`src/rtl/mem_access.sv`:
```
// mem_access: memory-access pipeline stage sitting right after execute.
// Takes the LSU command, effective address, store data and destination
// register from execute. Runs one data-bus request/ack transaction per
// load or store. Formats big-endian load data and hands rd number/value
// to writeback. Stalls the pipeline while a bus transaction is outstanding.
//
// Ports:
//   clk, rst                  clock, asynchronous active-high reset
//   i_exec_stall, i_fetch_stall  stall requests from other stages
//   o_mem_stall               this stage is busy; freeze the pipeline
//   o_addr_error              misaligned access presented this cycle
//   i_rd_no, i_alu_result     destination reg / effective address or ALU value
//   i_lsu_op, i_lsu_lns, i_lsu_ext  size (0 idle,1 byte,2 half,3 word), load, sign-extend
//   i_mem_data                store data
//   o_dbus_*                  data-bus request: addr, req, wr, be, wdata
//   i_dbus_ack, i_dbus_rdata  bus completion and read data
//   o_rd_no, o_rd_val         writeback register number (0 = none) and value
module mem_access #(
  parameter int ADDR_WIDTH = 32,
  parameter int DATA_WIDTH = 32
) (
  input  logic                  clk,
  input  logic                  rst,
  input  logic                  i_exec_stall,
  input  logic                  i_fetch_stall,
  output logic                  o_mem_stall,
  output logic                  o_addr_error,
  input  logic [4:0]            i_rd_no,
  input  logic [ADDR_WIDTH-1:0] i_alu_result,
  input  logic [1:0]            i_lsu_op,
  input  logic                  i_lsu_lns,
  input  logic                  i_lsu_ext,
  input  logic [DATA_WIDTH-1:0] i_mem_data,
  output logic [ADDR_WIDTH-1:0] o_dbus_addr,
  output logic                  o_dbus_req,
  output logic                  o_dbus_wr,
  output logic [3:0]            o_dbus_be,
  output logic [DATA_WIDTH-1:0] o_dbus_wdata,
  input  logic                  i_dbus_ack,
  input  logic [DATA_WIDTH-1:0] i_dbus_rdata,
  output logic [4:0]            o_rd_no,
  output logic [DATA_WIDTH-1:0] o_rd_val
);

  localparam logic [1:0] LSU_IDLE = 2'd0;
  localparam logic [1:0] LSU_BYTE = 2'd1;
  localparam logic [1:0] LSU_HALF = 2'd2;
  localparam logic [1:0] LSU_WORD = 2'd3;

  typedef enum logic [1:0] {
    ST_IDLE = 2'd0,
    ST_REQ  = 2'd1,
    ST_DONE = 2'd2
  } state_t;

  state_t          state_r, state_nxt_s;
  logic            oth_s, misaligned_s, mem_op_s, start_s, wb_en_s;
  logic [3:0]      be_s;
  logic [31:0]     wdata_s, load_val_s;
  logic [31:0]     lbuf_r;
  logic [1:0]      op_r, off_r;
  logic            ext_r;

  assign oth_s        = i_exec_stall | i_fetch_stall;
  assign mem_op_s     = (i_lsu_op != LSU_IDLE) & ~misaligned_s;
  assign start_s      = (state_r == ST_IDLE) & mem_op_s & ~oth_s;
  assign o_addr_error = misaligned_s;
  // DONE is deliberately non-stalling so writeback can advance out of it.
  assign o_mem_stall  = ((state_r == ST_IDLE) & mem_op_s) | (state_r == ST_REQ);
  assign wb_en_s      = ~(oth_s | o_mem_stall);

  // Alignment check, big-endian byte enables and store-data replication.
  always_comb begin
    misaligned_s = 1'b0;
    be_s         = 4'b0000;
    wdata_s      = 32'd0;
    case (i_lsu_op)
      LSU_BYTE: begin
        be_s    = 4'b1000 >> i_alu_result[1:0];
        wdata_s = {4{i_mem_data[7:0]}};
      end
      LSU_HALF: begin
        misaligned_s = i_alu_result[0];
        be_s         = i_alu_result[1] ? 4'b0011 : 4'b1100;
        wdata_s      = {2{i_mem_data[15:0]}};
      end
      LSU_WORD: begin
        misaligned_s = (i_alu_result[1:0] != 2'b00);
        be_s         = 4'b1111;
        wdata_s      = i_mem_data;
      end
      default: begin
        misaligned_s = 1'b0;
      end
    endcase
  end

  // Next-state logic of the bus transaction FSM.
  always_comb begin
    state_nxt_s = state_r;
    case (state_r)
      ST_IDLE: begin
        if (start_s) state_nxt_s = ST_REQ;
        else         state_nxt_s = ST_IDLE;
      end
      ST_REQ: begin
        if (i_dbus_ack) state_nxt_s = ST_DONE;
        else            state_nxt_s = ST_REQ;
      end
      ST_DONE: begin
        if (!oth_s) state_nxt_s = ST_IDLE;
        else        state_nxt_s = ST_DONE;
      end
      default: state_nxt_s = ST_IDLE;
    endcase
  end

  // FSM state register.
  always_ff @(posedge clk or posedge rst) begin
    if (rst) state_r <= ST_IDLE;
    else     state_r <= state_nxt_s;
  end

  // Bus request registers: captured on start, held stable until ack.
  always_ff @(posedge clk or posedge rst) begin
    if (rst) begin
      o_dbus_req   <= 1'b0;
      o_dbus_wr    <= 1'b0;
      o_dbus_addr  <= '0;
      o_dbus_be    <= 4'b0000;
      o_dbus_wdata <= '0;
      op_r         <= LSU_IDLE;
      off_r        <= 2'b00;
      ext_r        <= 1'b0;
    end else if (start_s) begin
      o_dbus_req   <= 1'b1;
      o_dbus_wr    <= ~i_lsu_lns;
      o_dbus_addr  <= {i_alu_result[ADDR_WIDTH-1:2], 2'b00};
      o_dbus_be    <= be_s;
      o_dbus_wdata <= wdata_s;
      op_r         <= i_lsu_op;
      off_r        <= i_alu_result[1:0];
      ext_r        <= i_lsu_ext;
    end else if ((state_r == ST_REQ) && i_dbus_ack) begin
      o_dbus_req   <= 1'b0;
    end else begin
      o_dbus_req   <= o_dbus_req;
    end
  end

  // Load buffer captures read data at the completing ack.
  always_ff @(posedge clk or posedge rst) begin
    if (rst)                                      lbuf_r <= 32'd0;
    else if ((state_r == ST_REQ) && i_dbus_ack)   lbuf_r <= i_dbus_rdata;
    else                                          lbuf_r <= lbuf_r;
  end

  // Select the addressed byte/half of the buffer and extend it.
  always_comb begin
    load_val_s = lbuf_r;
    case (op_r)
      LSU_BYTE: begin
        logic [7:0] b;
        case (off_r)
          2'd0:    b = lbuf_r[31:24];
          2'd1:    b = lbuf_r[23:16];
          2'd2:    b = lbuf_r[15:8];
          default: b = lbuf_r[7:0];
        endcase
        load_val_s = {{24{ext_r & b[7]}}, b};
      end
      LSU_HALF: begin
        logic [15:0] h;
        if (off_r[1]) h = lbuf_r[15:0];
        else          h = lbuf_r[31:16];
        load_val_s = {{16{ext_r & h[15]}}, h};
      end
      default: load_val_s = lbuf_r;
    endcase
  end

  // Writeback registers advance whenever the pipeline is not frozen.
  always_ff @(posedge clk or posedge rst) begin
    if (rst) begin
      o_rd_no  <= 5'd0;
      o_rd_val <= '0;
    end else if (wb_en_s) begin
      if (((i_lsu_op != LSU_IDLE) && !i_lsu_lns) || misaligned_s) o_rd_no <= 5'd0;
      else                                                      o_rd_no <= i_rd_no;
      if ((i_lsu_op != LSU_IDLE) && i_lsu_lns) o_rd_val <= load_val_s;
      else                                     o_rd_val <= i_alu_result;
    end else begin
      o_rd_no  <= o_rd_no;
      o_rd_val <= o_rd_val;
    end
  end

endmodule

```
`config.mk`:
```
export PLATFORM = sky130hd
export DESIGN_NAME = mem_access
export DESIGN_NICKNAME = d
export VERILOG_FILES = /design/src/rtl/mem_access.sv
export SDC_FILE = /design/constraint.sdc
export NUM_CORES = 1
export LEC_CHECK = 0
export CORE_ASPECT_RATIO = 1.1
export CORE_MARGIN = 3
export CORE_UTILIZATION = 46
export DETAILED_ROUTE_END_ITERATION = 12
export HOLD_SLACK_MARGIN = 0.08
export PLACE_DENSITY = 0.8
export SLEW_MARGIN = 5
export SYNTH_ARGS = -nofsm -noshare
export SYNTH_HDL_FRONTEND = slang
export SYNTH_SLANG_ARGS = --single-unit
```
`constraint.sdc`:
```
create_clock -name clk -period 6.1 [get_ports clk]
set_input_delay 1.22 -clock clk [delete_from_list [all_inputs] [get_ports clk]]
set_output_delay 1.22 -clock clk [all_outputs]
set_load 0.02 [all_outputs]
```
Word level (Yosys, flattened, before mapping) --
Cells that the tools add are included.
Word-level totals: register bits after elaboration 144, input bits 110, output and inout bits 109
Operators by class: equal/unequal tests 9, shift operators 1, mux-type cells 17, bitwise operators 11, reduce and logical (&&, ||, !) cells 10
Operators with widths (number):
- 32-bit one-hot mux with 3 select lines | 1
- 32-bit one-hot mux with 2 select lines | 1
- 16-bit two-way mux | 2
- 32-bit two-way mux | 1
- 8-bit one-hot mux with 3 select lines | 1
- 4-bit one-hot mux with 3 select lines | 1
- 2-bit == test (second input constant) | 5
- 2-bit by 1-bit == test with 1-bit output (second input constant) | 4
- 8-bit two-way mux | 1
- 2-bit one-hot mux with 3 select lines | 1
- 2-bit nonzero test | 3
- 1-bit AND | 5
- 5-bit two-way mux | 1
- 2-bit zero test | 2
- 2-bit two-way mux | 2
- 4-bit two-way mux | 1
- 4-bit by 2-bit >> shifter with 4-bit output (first input constant) | 1
- 1-bit logical AND | 3
- 1-bit two-way mux | 3
- 1-bit NOT | 3
- 1-bit bitwise OR | 3
- 1-bit one-hot mux with 2 select lines | 1
- 1-bit zero test | 1
- 1-bit logical OR | 1

Depth between registers and ports, before layout --
Gate-level depths: netlist of run 1.
depth after elaboration 8, gate-level depth with buffers 9, depth with buffers taken out 7

Least setup slack after synthesis of run 1 --
Ideal clock, no wire load.
path type input port to output port, start point input i_lsu_op[0], end point output o_mem_stall, data arrival time 1911 ps, path slack 2969 ps, stages 4, buffers on the path 1, cell sequence buf_6 -> nor2b_1 -> a311oi_2 -> nor2_1
On the way: cells in the longest elaborated chain, start to end 6, elaborated cells on any way between the ends 8
Ends and longest elaborated chain:
- start: declaration | line 30 | input logic [1:0] i_lsu_op,
- 2-bit == test | line 77 | case (i_lsu_op)
- 1-bit one-hot mux with 2 select lines | line 77
- 1-bit NOT | line 65 | assign mem_op_s = (i_lsu_op != LSU_IDLE) & ~misaligned_s;
- 1-bit AND (*) | line 65
- 1-bit AND (*) | line 69 | assign o_mem_stall = ((state_r == ST_IDLE) & mem_op_s) | (state_r == ST_REQ);
- 1-bit bitwise OR (*) | line 69
- end: declaration | line 26 | output logic o_mem_stall,
Mark *: on every way between the ends. The rest lies on a longest branch, timed or not.

Final worst setup path of run 1 --
Same ends and word-level chain as after synthesis.

==> results.ini, run 1 <==
[status]
status = finished clean

[timing]
setup_viol = 0
hold_viol_final = 0
worstMarginPinSlew_ns = 1.015
maxSlewViolCount = 0
fmax_ghz = 0.2078
whs_ns = 0.4741
finClkSkew_ns = 0.007100
setup_tns_ns = 0
setup_ws_ns = 1.288
min_period_over_period = 0.7889
relSlewSlack = 0.3231
min_period_ns = 4.812
rsz0062_at_grt = false

[global_route]
grtUsageMet1 = 0.3107
grt_start_max_net_pins = 98
grt_antenna_before_repair = 1
use_met2 = 0.4172
grt_pass1_vias = 5995
gr-total-overflow = 0
busiest_layer = met2
use_met3 = 0.08712
grt_pass1_wl_mm = 31.78
grtUsageTotal = 0.2536

[clock_network]
cts_buffers = 17
ctsHoldBuffers = 0
cts_setup_buffers = 0
cts_tree = yes
cts_resized = 0
htreeDepth = 4
root_buffer = clkbuf_16
clkTransAtPathRegs_ns = 0.05
clockBufferDepth = 2
clk_latency_ns = 0.42
cts.sinks = 144

[logic_synthesis]
synth_cell_types = 43
ys_seq_area_frac = 0.5418
yosysWarnings = 0
netlist_area_um2 = 6651
synth_seq_cells = 144
post-synth-top-area-cell = dfrtp_1
netlist_top_cells_area = dfrtp_1 54%, nand2_1 10%, mux2_2 9.0%, a21oi_1 2.9%, nor2_1 2.1%
syn_inst = 667
synth.avg_cell_area_um2 = 9.972
yosysTopAreaCellShare = 0.5418

[place]
hpwl_mm = 14.25
post_dp_cell_area_um2 = 8905
gp_congestion = 0.8288
portBuffers = 216
post-place-ws_ns = 1.320

[worst_setup_path]
arrival_ns = 3.59
worst_ep_required_time_ns = 4.88
crit_fanout = 27
worst-r2r-cell-count = 7
cp-start-kind = primary input
worst-setup-path-type = primary input to output port
setup.worst_path.end_class = output port

[floorplanning]
die_width_um = 120.7
die-area_um2 = 15940
core_um2 = 13960
rows = 45
fp.dieH_um = 132.1
num_io_pins = 219
start_util = 0.4763

[detailed_routing]
final_antenna_net_count = 0
dr.pass1.iters = 8
routed_wirelength_mm = 19.87
dr.first_iter.drc_count = 448
drc = 0
wl_per_cell_um = 18.72
viasPerCell = 5.497
vias = 5832

[job]
drv_cap = 0

[power]
comb_power_share = 0.434
switching_share = 0.3765
netSwitchingPower_mw = 1.676
ir_drop_v = 0.0002357
power.leakage_nw = 4.072
intPower_mw = 2.776
seq_power_share = 0.365
clock_power_share = 0.201
pwr_density_cell_nw_per_um2 = 473.5

[cells_and_area]
fin_nets = 974
area_growth_pct = 41.37
fillers = 1091
drive_above_1_share = 0.1283
stdcell_area_um2 = 9403
antenna_cells = 0

[hold_path]
hold_path_class = register to register
whs_path_depth = 2

[per-layer routing]
layer	wire length [um]	part of all wire
met3	1691	0.085
met1	7810	0.39
met4	445	0.022
met2	9902	0.50
met5	18	0.00091
[sequential cells by signal, summed over array words and instances, names as in the netlist]
signal        count
lbuf_r           32
o_dbus_wdata     32
o_rd_val         32
o_dbus_addr      30
o_rd_no           5
o_dbus_be         4
off_r             2
op_r              2
state_r           2
ext_r             1
o_dbus_req        1
o_dbus_wr         1
[worst max-delay path, stage by stage]
cell and delay [ns]:
clkdlybuf4s50_1 0.45, buf_4 0.30, nor2b_1 0.64, a311oi_2 0.17
nor2_1 0.15, clkdlybuf4s50_1 0.65
[final timing paths]
path | startpoint | endpoint | slack (ns)
min reg2reg | o_dbus_addr[26]$_DFFE_PP0P_ | o_dbus_addr[26]$_DFFE_PP0P_ | 0.47
max reg2reg | op_r[0]$_DFFE_PP0P_ | o_rd_val[27]$_DFFE_PP0N_ | 2.99
max | i_lsu_op[0] | o_mem_stall | 1.29
max in group asynchronous | rst | lbuf_r[31]$_DFFE_PP0P_ | 3.55
min | o_dbus_addr[26]$_DFFE_PP0P_ | o_dbus_addr[26]$_DFFE_PP0P_ | 0.47
min in group asynchronous | rst | o_dbus_wdata[29]$_DFFE_PP0P_ | 1.38
[layout make-up]
class	count	area [um2]	area share
Inverter	9	38.79	0.004125
Timing Repair Buffer	224	2222	0.2363
Clock inverter	7	40.04	0.004258
Multi-Input combinational cell	466	2805	0.2983
Clock buffer	23	457.9	0.04870
Tap cell	188	235.2	0.02502
Sequential cell	144	3603	0.3832
[synthesized netlist by cell type, drive strengths merged]
library cell	n
mux2	55
nor2	38
conb	1
nand3	10
nand2b	1
a32o	8
o22ai	7
a21oi	49
nor2b	3
nor4	1
and2	9
o21ai	38
a2bb2oi	1
o21a	4
clkinv	2
dfrtp	144
o2bb2ai	7
nand3b	1
ha	2
o31ai	23
a21o	1
a22o	5
nand2	178
inv	7
or2	1
buf	29
and3	2
clkbuf	20
o211ai	2
a311oi	1
a31oi	3
mux2i	1
nor3b	2
or3	1
a221oi	10
[kinds of logic (layout without fill, tap and decap cells)]
logic type | Yosys count | in the layout | share of synthesized area
buf+inv | 58 | 263 | 0.04082
other cells | 1 | 2 | 0.0005638
mux | 56 | 56 | 0.09462
compound gates | 159 | 159 | 0.1687
flops | 144 | 144 | 0.5418
fa+ha+maj | 2 | 2 | 0.003762
simple gates | 247 | 247 | 0.1497
[power groups by stage]
stage | sequential [mW] | combinational, mW | clock, mW
3_3_place_gp | 1.61 | 1.89 | 0
4_1_cts | 1.62 | 1.95 | 0.909
3_5_place_dp | 1.63 | 1.93 | 0
5_1_grt | 1.68 | 2.08 | 0.954
2_1_floorplan | 1.90 | 0.774 | 0
6_report | 1.62 | 1.93 | 0.895
[through the flow]
step,power [mW],utilization,std cells
finish,4.452,0.6734,1061
global route,4.707,0.6734,1061
CTS,4.477,0.6734,1061
detailed placement,3.567,0.6377,1031
global placement,3.503,0.6377,1031
floorplan,2.673,-,668
[layout by cell type, fill, tap and decap left out, types with 3 or more instances in the layout]
| master | netlist | layout |
|---|---|---|
| a21oi_1 | 39 | 39 |
| a21oi_2 | 10 | 10 |
| a221oi_1 | 10 | 10 |
| a22o_1 | 5 | 5 |
| a32o_1 | 8 | 8 |
| and2_1 | 9 | 9 |
| buf_4 | 2 | 8 |
| clkbuf_1 | 20 | 5 |
| clkbuf_16 | 0 | 17 |
| clkdlybuf4s50_1 | 0 | 216 |
| clkinv_2 | 0 | 5 |
| dfrtp_1 | 144 | 144 |
| inv_1 | 7 | 6 |
| mux2_2 | 53 | 53 |
| nand2_1 | 178 | 178 |
| nand3_1 | 10 | 9 |
| nor2_1 | 38 | 38 |
| nor2b_1 | 3 | 3 |
| o21a_1 | 4 | 4 |
| o21ai_0 | 13 | 13 |
| o21ai_1 | 25 | 24 |
| o22ai_1 | 7 | 7 |
| o2bb2ai_1 | 7 | 7 |
| o31ai_1 | 13 | 13 |
| o31ai_2 | 10 | 10 |
Note: power is estimated with default switching activity, not from simulation.
==> run 2: changes to the inputs <==
--- a/config.mk
+++ b/config.mk
@@ -7,10 +7,10 @@
 export LEC_CHECK = 0
 export CORE_ASPECT_RATIO = 1.1
 export CORE_MARGIN = 3
-export CORE_UTILIZATION = 46
+export CORE_UTILIZATION = 42
 export DETAILED_ROUTE_END_ITERATION = 12
 export HOLD_SLACK_MARGIN = 0.08
-export PLACE_DENSITY = 0.8
+export PLACE_DENSITY = 0.77
 export SLEW_MARGIN = 5
 export SYNTH_ARGS = -nofsm -noshare
 export SYNTH_HDL_FRONTEND = slang
==> constraint.sdc (replaced) <==
create_clock -name clk -period 4.1 [get_ports clk]
set_input_delay 0.82 -clock clk [delete_from_list [all_inputs] [get_ports clk]]
set_output_delay 0.82 -clock clk [all_outputs]
set_load 0.02 [all_outputs]
==> run 2 against run 1 <==
- clock-buffer cell count stayed put
- power is 55% higher
- largest cell class unchanged
- clock skew is 0.0027 ns higher
- hold slack worse by 0.011 ns
- via count is 2.7% lower
- non-clock buffer count is 6 higher
- critical path depth stayed put
==> results.ini, run 2 (synthesis gave the netlist of run 1 again) <==
[cells_and_area]
area_growth_pct = 44.32
utilization = 0.6278
fin_nets = 980
top_regs = lbuf_r x32, o_dbus_wdata x32, o_rd_val x32
final_cell_mix = 216 x clkdlybuf4s50_1, 178 x nand2_1, 144 x dfrtp_1, 53 x mux2_2, 39 x a21oi_1
antenna_cells = 0
stdcell_area_um2 = 9599
final_cells = 1076
drive_above_1_share = 0.1386
final_common_cell = clkdlybuf4s50_1

[worst_setup_path]
worst-setup-path-type = primary input to output port
cp-start-kind = primary input
crit_fanout = 10
worst_ep_required_time_ns = 3.28
rrSetupSlack_ns = 0.96
arrival_ns = 2.80
setup.worst_path.end_class = output port

[place]
hpwl_mm = 14.27
post_dp_cell_area_um2 = 8984
portBuffers = 216
gp_congestion = 0.8253
dp.cells = 1045

[timing]
finClkSkew_ns = 0.009780
maxSlewViolCount = 0
min_period_over_period = 0.8823
rsz0062_at_grt = false
fmax_ghz = 0.2764
min_period_ns = 3.618
hold_viol_final = 0
setup_tns_ns = 0
relSlewSlack = 0.4368
setup_viol = 0
whs_ns = 0.4635
worstMarginPinSlew_ns = 0.8448

[status]
status = finished clean

[clock_network]
clockBufferDepth = 2
htreeDepth = 4
cts_tree = yes
cts.sinks = 144
ctsHoldBuffers = 0
cts_resized = 0
cts_setup_buffers = 0
clkTransAtPathRegs_ns = 0.06
clk_latency_ns = 0.42
root_buffer = clkbuf_16
cts_buffers = 17

[global_route]
grt_pass1_wl_mm = 30.97
grt_pass1_vias = 5697
grt_antenna_before_repair = 0
gr-total-overflow = 0
grt_start_max_net_pins = 145
grtUsageTotal = 0.2296

[job]
drv_cap = 0

[floorplanning]
rows = 47
core_um2 = 15290
die_width_um = 126.0
num_io_pins = 219
die-area_um2 = 17380
start_util = 0.4350
fp.dieH_um = 138.0

[detailed_routing]
routed_wirelength_mm = 19.88
final_antenna_net_count = 0
viasPerCell = 5.273
vias = 5674
dr.pass1.iters = 5
dr.first_iter.drc_count = 436
wl_per_cell_um = 18.47
drc = 0

[hold_path]
hold_path_class = register to register

[power]
clock_power_share = 0.232
seq_power_share = 0.351
ir_drop_v = 0.0003973
switching_share = 0.3641
power.leakage_nw = 4.161
pwr_density_cell_nw_per_um2 = 718.2
intPower_mw = 4.384
netSwitchingPower_mw = 2.511
comb_power_share = 0.417

==> run 2: changes by cell type in the layout (fill, tap and decap cells not counted) <==
cell,previous run,this run
clkbuf_8,1,4
clkinv_2,5,1
buf_12,0,2
clkinvlp_4,2,3
clkinv_4,0,1
clkbuf_1,5,2
bufinv_16,0,3
buf_4,8,12
==> run 2: per-layer routing <==
metal	part of all wire	global-route usage	vias up
met5	0	0	-
met2	0.49	0.3797	191
met4	0.015	0.07271	0
met3	0.081	0.07242	19
li1	-	-	2713
met1	0.41	0.2901	2751
==> run 2: worst paths after layout <==
check,startpoint,end,cells after the start
worst min register to register,o_dbus_wdata[3]$_DFFE_PP0P_,o_dbus_wdata[3]$_DFFE_PP0P_,2
worst max register to register,op_r[0]$_DFFE_PP0P_,o_rd_val[26]$_DFFE_PP0N_,7
worst max-delay path,i_lsu_op[0],o_addr_error,6
worst min-delay path,o_dbus_wdata[3]$_DFFE_PP0P_,o_dbus_wdata[3]$_DFFE_PP0P_,2
min in group asynchronous,rst,o_dbus_wdata[14]$_DFFE_PP0P_,3
max in group asynchronous,rst,o_rd_val[9]$_DFFE_PP0N_,3
==> run 2: layout make-up <==
type                    instances  area (um2)
fillers                      1271        5690
clock buffers                  23       488.0
inverters                       9       37.54
repair buffers                230        2292
flip-flops and latches        144        3603
well taps                     196       245.2
clock inverters                 8       127.6
multi-input cells             466        2805
==> run 2: power groups by stage <==
stage / clock network, mW / logic (mW) / registers, mW
2_1_floorplan: 0 / 1.15 / 2.83
3_3_place_gp: 0 / 2.84 / 2.41
3_5_place_dp: 0 / 2.88 / 2.43
4_1_cts: 1.63 / 2.90 / 2.42
5_1_grt: 1.69 / 3.11 / 2.48
6_report: 1.60 / 2.87 / 2.42
==> run 2: through the flow <==
step / power, mW / worst slack, ns
finish: 6.894 / 0.4824
global route: 7.281 / 0.3346
CTS: 6.942 / 0.4669
detailed placement: 5.310 / 0.4713
global placement: 5.246 / 0.5431
floorplan: 3.978 / 1.475
==> run 2: worst max-delay path: stages <==
cell and delay [ns]:
clkdlybuf4s50_1 0.58, buf_4 0.25, and2_1 0.15, o21ai_1 0.35, inv_1 0.08, clkdlybuf4s50_1 0.57
==> run 3: changes to the inputs <==
==> constraint.sdc (replaced) <==
create_clock -name clk -period 4.1 [get_ports clk]
set_input_delay 1.025 -clock clk [delete_from_list [all_inputs] [get_ports clk]]
set_output_delay 1.025 -clock clk [all_outputs]
set_load 0.02 [all_outputs]
==> run 3 against run 2 <==
- die area is the same
- sequential power about the same
- via count is essentially flat
- power is 0.72% higher
==> results.ini, run 3 (synthesis gave the netlist of run 1 again) <==
[timing]
setup_ws_ns = 0.2612
maxSlewViolCount = 0
min_period_ns = 3.839
rsz0062_at_grt = false
hold_viol_final = 0
setup_viol = 0
setup_tns_ns = 0
fmax_ghz = 0.2605
min_period_over_period = 0.9363
relSlewSlack = 0.5357
worstMarginPinSlew_ns = 0.6943
finClkSkew_ns = 0.006955

[cells_and_area]
top_regs = lbuf_r x32, o_dbus_wdata x32, o_rd_val x32
final_cell_mix = 216 x clkdlybuf4s50_1, 178 x nand2_1, 144 x dfrtp_1, 53 x mux2_2, 39 x a21oi_1
drive_above_1_share = 0.1464
stdcell_area_um2 = 9679
antenna_cells = 0
utilization = 0.6331
final_common_cell = clkdlybuf4s50_1
fin_nets = 987
area_growth_pct = 45.52

[global_route]
grtUsageTotal = 0.2306
use_met3 = 0.08436
grt_pass1_vias = 5741
grtUsageMet1 = 0.3012
grt_antenna_before_repair = 0
busiest_layer = met2
use_met2 = 0.3637
grt_pass1_wl_mm = 31.28
grt_start_max_net_pins = 66
gr-total-overflow = 0

[clock_network]
root_buffer = clkbuf_16
clockBufferDepth = 2
clkTransAtPathRegs_ns = 0.06
cts_tree = yes
cts.sinks = 144
cts_setup_buffers = 0
clk_latency_ns = 0.42
cts_resized = 0
ctsHoldBuffers = 0
htreeDepth = 4
cts_buffers = 17

[place]
post-place-ws_ns = 0.2788
gp_congestion = 0.8467
portBuffers = 216
post_dp_cell_area_um2 = 9049
hpwl_mm = 14.35

[worst_setup_path]
worstSetupStartpoint = i_lsu_op[1]
worst_ep_required_time_ns = 3.07
cp_slowest_stage_delay_ns = 0.72
critical_path.slowest_cell = clkdlybuf4s50_1
crit_fanout = 10
setup.worst_path.end_class = output port
cp_cell_sequence = clkdlybuf4s50_1 > nor2b_1 > a311oi_2 > nor2_1 > clkdlybuf4s50_1
cpMostUsedCell = clkdlybuf4s50_1
reg2reg_from = op_r[0]$_DFFE_PP0P_
arrival_ns = 2.81
worst-setup-path-type = primary input to output port
cp-start-kind = primary input

[job]
drv_cap = 0

[detailed_routing]
final_antenna_net_count = 0
wl_per_cell_um = 18.31
dr.first_iter.drc_count = 378
viasPerCell = 5.237
routed_wirelength_mm = 19.85
vias = 5677
drc = 0
dr.pass1.iters = 5

[hold_path]
hold_path_class = register to register
hold_start = o_dbus_wdata[3]$_DFFE_PP0P_

[floorplanning]
fp.dieH_um = 138.0
num_io_pins = 219
die_width_um = 126.0
start_util = 0.4350
core_um2 = 15290
die-area_um2 = 17380
rows = 47

[power]
pwr_density_cell_nw_per_um2 = 717.4
power.leakage_nw = 4.213
total_power_mw = 6.944
ir_drop_v = 0.0003150

[status]
status = finished clean

run 3: cell count changes in the layout (fill, tap and decap cells not counted):
cell	change
clkinvlp_4	-1
clkinv_4	-1
clkinv_2	+3
buf_4	+6
buf_12	+1
clkbuf_8	-1
bufinv_16	+1
run 3: through the flow:
stage               cells  hold WS [ns]
floorplan             668        0.4794
global placement     1052        0.4497
detailed placement   1052        0.4573
CTS                  1084        0.4692
global route         1084        0.4871
finish               1084        0.4663
run 3: layout make-up:
type	instances	area, um2
clock buffer	22	474.2
timing repair buffer	237	2357
sequential	144	3603
fill	1255	5610
inverter	9	37.54
multi-input combinational	466	2805
clock inverter	10	156.4
tap	196	245.2
run 3: path summary, 6_finish.rpt:
kind	to	depth (start not counted)	slack [ns]
max in group asynchronous	lbuf_r[27]$_DFFE_PP0P_	3	2.48
hold reg to reg	o_dbus_wdata[3]$_DFFE_PP0P_	2	0.47
min in group asynchronous	o_rd_no[0]$_DFFE_PP0N_	2	0.92
setup reg to reg	o_rd_val[26]$_DFFE_PP0N_	8	1.51
hold / removal	o_dbus_wdata[3]$_DFFE_PP0P_	2	0.47
setup / recovery	o_mem_stall	5	0.26
run 3: per-layer routing:
metal | vias up | routed length (um)
met4 | 0 | 341
met5 | - | 0
li1 | 2718 | -
met2 | 207 | 9451
met3 | 21 | 1698
met1 | 2731 | 8360
run 3: power breakdown:
| part | switching, mW | internal [mW] | leakage, nW |
|---|---|---|---|
| logic | 1.51 | 1.37 | 2.12 |
| registers | 0.404 | 2.01 | 1.78 |
| clock network | 0.586 | 1.06 | 0.310 |
run 3: worst max-delay path: cells and delay by family:
family / cells / cell delay [ns]
buf+inv: 2 / 1.28
simple gates: 2 / 0.20
compound gates: 1 / 0.30
